**src/rtl/vit_ref_fifo.sv**
```systemverilog
// Single-bit reference FIFO with a power-of-two depth and first-word fall-through.
// It holds the message bits the checker is still waiting to see decoded.
module vit_ref_fifo #(
  parameter int DEPTH = 128
) (
  input  logic clock,
  input  logic reset,
  input  logic clear,
  input  logic push,
  input  logic push_data,
  input  logic pop,
  output logic pop_data,
  output logic full,
  output logic empty
);

  localparam int AW = $clog2(DEPTH);

  logic [DEPTH-1:0] mem;
  logic [AW:0]      wr_ptr;
  logic [AW:0]      rd_ptr;
  logic             do_push;
  logic             do_pop;

  // A simultaneous pop frees a slot, so a push into a full FIFO still succeeds.
  assign do_push = push && (!full || pop);
  assign do_pop  = pop && !empty;

  assign empty    = (wr_ptr == rd_ptr);
  assign full     = (wr_ptr[AW] != rd_ptr[AW]) && (wr_ptr[AW-1:0] == rd_ptr[AW-1:0]);
  assign pop_data = mem[rd_ptr[AW-1:0]];

  // NOTE: storage has no reset; the pointers alone define which entries are valid.
  always_ff @(posedge clock) begin
    if (do_push) mem[wr_ptr[AW-1:0]] <= push_data;
  end

  // NOTE: sequential state uses non-blocking assignments so every flop samples pre-edge values.
  always_ff @(posedge clock or posedge reset) begin
    if (reset) begin
      wr_ptr <= '0;
      rd_ptr <= '0;
    end else if (clear) begin
      wr_ptr <= '0;
      rd_ptr <= '0;
    end else begin
      if (do_push) wr_ptr <= wr_ptr + 1'b1;
      if (do_pop)  rd_ptr <= rd_ptr + 1'b1;
    end
  end

endmodule

```
**config.mk**
```make
export PLATFORM = sky130hd
export DESIGN_NAME = vit_ref_fifo
export DESIGN_NICKNAME = d
export VERILOG_FILES = /design/src/rtl/vit_ref_fifo.sv
export SDC_FILE = /design/constraint.sdc
export NUM_CORES = 1
export LEC_CHECK = 0
export ABC_AREA = 1
export CORE_ASPECT_RATIO = 0.9
export CORE_MARGIN = 8
export CORE_UTILIZATION = 45
export DETAILED_ROUTE_END_ITERATION = 6
export HOLD_SLACK_MARGIN = 0.15
export PLACE_DENSITY = 0.74
export SLEW_MARGIN = 20
export SYNTH_ARGS = -nofsm -noshare
export SYNTH_HDL_FRONTEND = slang
export SYNTH_SLANG_ARGS = --single-unit
```
**constraint.sdc**
```tcl
create_clock -name clock -period 2.05 [get_ports clock]
set_clock_uncertainty 0.15 [all_clocks]
set_input_delay 0.41 -clock clock [delete_from_list [all_inputs] [get_ports clock]]
set_output_delay 0.41 -clock clock [all_outputs]
set_load 0.02 [all_outputs]
```
# Yosys cells after proc, flatten, opt, wreduce, memory -nomap -nowiden

Index checks and enable logic that the tools add are counted.
Widths: inputs -> output; s select.

Register bits after elaboration: 144
Word-level logic and storage cells: 29

Add/sub/neg operators: 2
Order comparisons: 3
Eq/ne operators: 3
Multiplexer cells: 9
Reduce and logical (&&, ||, !) cells: 9

Operators with widths:

| kind                | count |
|---|---|
| $bwmux 128          | 1 |
| $mux 8              | 4 |
| $add 8x1->8 const B | 2 |
| $lt 7x8->1 const B  | 2 |
| $eq 8x8->1          | 1 |
| $bmux 1 s7          | 1 |
| $demux 1 s7         | 1 |
| $eq 7x7->1          | 1 |
| $ge 7x1->1 const B  | 1 |
| $logic_and 1x1->1   | 4 |
| $reduce_bool 2->1   | 2 |
| $logic_not 1->1     | 2 |
| $mux 1              | 2 |
| $logic_or 1x1->1    | 1 |
| $ne 1x1->1          | 1 |

# Logic depth before layout (Yosys ltp)

Depth after elaboration: 7
Mapped depth: 13
Mapped depth without buffers: 11

# Worst setup path before layout

No wires, ideal clock.

Kind: register to output
Start point: register rd_ptr[0]
End point: output pop_data
Data arrival time: 1.613 ns
Data required time: 1.490 ns
Setup slack: -0.123 ns
Cell stages (with the launch flop): 12
Path buffers: 2
Path through: dfrtp_1 > buf_2 > inv_2 > clkbuf_1 > o21ai_0 > nand3_1 > nand3_1 > nand2_1 > nand2_1 > nand3_1 > nor2_1 > nor2_1

Longest elaborated chain between the ends: 2

Ends and longest elaborated chain:

| what                         | RTL line | RTL |
|---|---|---|
| from (decl)                  | 21       | `logic [AW:0] rd_ptr;` |
| from (signal assigned)       | 48       | `if (do_pop) rd_ptr <= rd_ptr + 1'b1;` |
| $bmux 1 s7                   | 31       | `assign pop_data = mem[rd_ptr[AW-1:0]];` |
| $mux 1 (not written as such) | 31       |  |
| to (decl)                    | 12       | `output logic pop_data,` |

No other way between the ends. The select of a mux whose other input is x is not followed.

# Worst setup path after layout

Same ends and word-level chain as after synthesis.

==> reports/qor.txt <==
Delay contributed by the slowest stage of the critical path: 0.48 ns
Top-Level Pins: 9
Max Root-Sink Buffers: 2
Cell breakdown of the critical path: clkinv_4 > clkbuf_16 > o21ai_0 > nand3_1 > nand3_1 > nand2_1 > nand2_1 > nand3_2 > nor2_4 > nor2_4 > buf_6
Final weighted congestion in routability-driven placement: 0.897
Synth area leaders: sky130_fd_sc_hd__edfxtp_1 (53%), sky130_fd_sc_hd__nand2_1 (9.7%), sky130_fd_sc_hd__nor2_1 (8.2%)
Standard-cell row count: 44
Yosys top cell area share: 0.525
Yosys warnings: 0
Die Y-Extent: 137 um
Area of the multi-input gates: 3790 um^2
Number of enable flip-flop cells after synthesis: 128
First element of the critical path: rd_ptr[0]
Detailed-route DRC error count: 0
Share of synthesized flip-flops with an asynchronous set or reset: 0.111
Filler Cell Count: 1,010
Setup repair after global routing missed its margin: true
Buffers on Ports: 8
Antenna violation net count after detailed routing: 0
Clock transition at the registers of the reported paths: 0.06 ns
Full die area: 20,600 um^2
Antenna violations before repair: 0
Number of hold-slack violations in the final timing report: 0
Via density per instance: 5.75
FF-to-FF End: mem[92]
Largest area contributor in the synthesized netlist: sky130_fd_sc_hd__edfxtp_1
Number of non-filler instances in the completed layout: 1,126
Pin count of the biggest net entering global routing: 34
Final worst hold slack: 0.405 ns
Maximum clock frequency: 345 MHz
Min Tclk post-route: 2.90 ns
Leading cell type in the layout, fill and taps excluded: sky130_fd_sc_hd__nand2_1
H-Tree Level Count: 4
Post-route clock period utilization: 1.41
Power per unit of standard cell area: 739 nW/um^2
Root Driver: sky130_fd_sc_hd__clkbuf_16
CP max stage cell: sky130_fd_sc_hd__dfrtp_2
DPL Wire Length: 12,600 um
Worst-Skew Late Latency: 0.43 ns
Slew at the pin closest to its max-slew limit: 0.834 ns
Number of pins with negative max-slew slack in the final report: 0
Layout overhead on the synthesized area: 46.3%
End point of the critical path: pop_data
Number of maximum-capacitance constraint violations: 0
Synth cell types: 33
Type of the worst min-delay path: in -> reg
Cells on worst reg2reg path: 14
Total standard cell area after synthesis: 7320 um^2
Antenna Cells: 0
Run status: finished with violations
Total routed wirelength: 23,800 um
Proportion of layout cells with a drive suffix above 1: 0.398
Vias after detailed routing: 6,476
Sort of element at the end of the critical path: primary output
Post-synthesis sequential area ratio: 0.580
Overall die width: 150 um
Leak pwr: 3.95 nW
Top fanout value on the critical path: 11
Post-layout utilization of the core: 0.668
Initial DRT Pass Iterations: 6
Clock tree from TritonCTS: built
Register-to-register path setup slack: -0.72 ns
Relative slew slack: 0.442
Pre-CTS worst setup slack: -0.728 ns
Placed Instances: 1,067
Data required time at the worst endpoint: 1.49 ns
Worst vdd ir: 0.000641 V
Critical path start-end classification: reg -> out
Violations in the final reports: setup timing
Top_reg_cell synth: sky130_fd_sc_hd__edfxtp_1
Final net count: 914
Area used by sequential logic in the layout: 4250 um^2
Mean cell area of the mapped netlist: 9.04 um^2
Critical Path Source Type: flop
Total clock sinks: 144
Core Area: 16,000 um^2
Setup TNS after final layout: -88.49 ns
Post-synthesis net count: 817
Setup Viol. Count Final: 147
Number of DRC markers in iteration 0: 868
Slack of the critical path: -0.849 ns
Number of instances in the synthesized netlist: 809
Starting utilization of the core area: 0.457
Via count of the first global-routing pass: 5,900
Global-route wire length before repair: 30,600 um
Remaining Overflow, GRT: 0
Critical register-to-register path startpoint: rd_ptr[0]
Per-cell routed wire length: 21.2 um
Global-route usage over all layers: 0.194
Number of buffers inserted during clock tree synthesis: 17
Register bit total from synthesis: 144
Top library cells by usage in the layout, fill and taps aside: sky130_fd_sc_hd__nand2_1 (172), sky130_fd_sc_hd__edfxtp_1 (128), sky130_fd_sc_hd__nor2_4 (124), sky130_fd_sc_hd__inv_1 (82), sky130_fd_sc_hd__nand3_1 (69)
Worst endpoint data arrival time: 2.34 ns
-- worst min-delay path by stage --
stage / from / endpoint / slack, ns / cells past startpoint
global placement: wr_ptr[7] / wr_ptr[7] / 0.47 / 3
detailed placement: wr_ptr[7] / wr_ptr[7] / 0.48 / 3
floorplan: reset / rd_ptr[0] / 0.17 / 1
global route: push_data / mem[122] / 0.41 / 1
CTS: push_data / mem[122] / 0.39 / 1
finish: push_data / mem[122] / 0.40 / 1
-- sequential cells by signal (all words and copies together) (netlist names) --
| name | flops |
|---|---|
| mem | 128 |
| rd_ptr | 8 |
| wr_ptr | 8 |
-- per-layer routing --
metal  routed length [um]  part of all wire  GRT usage  vias to the layer above
li1                     -                 -          -                     2832
met1                 8620              0.36      0.243                     3076
met2                11600              0.49      0.324                      453
met3                 2540              0.11     0.0426                      115
met4                 1080             0.045     0.0738                        0
met5                    0                 0          0                        -
-- cells in the mapped netlist, drive strengths merged (6+ instances only) --
library cell,number
or2,7
buf,31
xor2,11
o211ai,7
inv,86
edfxtp,128
nand2,198
nand4,6
o21ai,16
clkbuf,12
xnor2,6
dfrtp,16
nand3,98
nor2,171
-- cell families after synthesis --
| logic type | after synthesis | share of synthesized area |
|---|---|---|
| XOR/XNOR | 17 | 0.0203 |
| AND/OR/NAND/NOR | 486 | 0.286 |
| buffers and inverters | 131 | 0.0829 |
| adder cells (fa/ha/maj) | 2 | 0.00342 |
| flip-flops | 144 | 0.580 |
| AO/OA/AOI/OAI | 29 | 0.0272 |
-- cell type report --
type	count	area share
sequential	144	0.397
clock inverter	14	0.0155
inverter	88	0.0325
clock buffer	18	0.0401
multi-input combinational	536	0.354
timing repair buffer	119	0.137
tap	207	0.0242
-- stage by stage --
stage / power (mW) / cell area, um^2
after floorplan: 3.88 / 7340
after global placement: 4.24 / 8240
after detailed placement: 4.25 / 8240
after CTS: 7.46 / 8990
after global routing: 8.11 / 10700
final: 7.91 / 10700
-- timing repair --
item	in CTS	in global routing
hold buffers	1	0
pin swaps	2	41
setup buffers	4	13
gates cloned	1	11
setup endpoints to repair	141	145
resized for setup	29	361
endpoints found under the hold margin	16	0
-- report_power, final --
| part | leakage (nW) | total (mW) | internal (mW) | switching (mW) |
|---|---|---|---|---|
| combinational | 2.30 | 1.51 | 0.636 | 0.871 |
| clock | 0.282 | 3.17 | 1.91 | 1.27 |
| sequential | 1.37 | 3.23 | 3.21 | 0.0202 |
| total | 3.95 | 7.91 | 5.75 | 2.16 |
-- worst max-delay path: cells and delay by family, from the launching register on --
kind	cells	cell delay, ns
buffers and inverters	3	0.46
and+or+nand+nor	7	0.70
AOI/OAI and AO/OA	1	0.27
DFF	1	0.48
(Power assumes the default switching activity.)
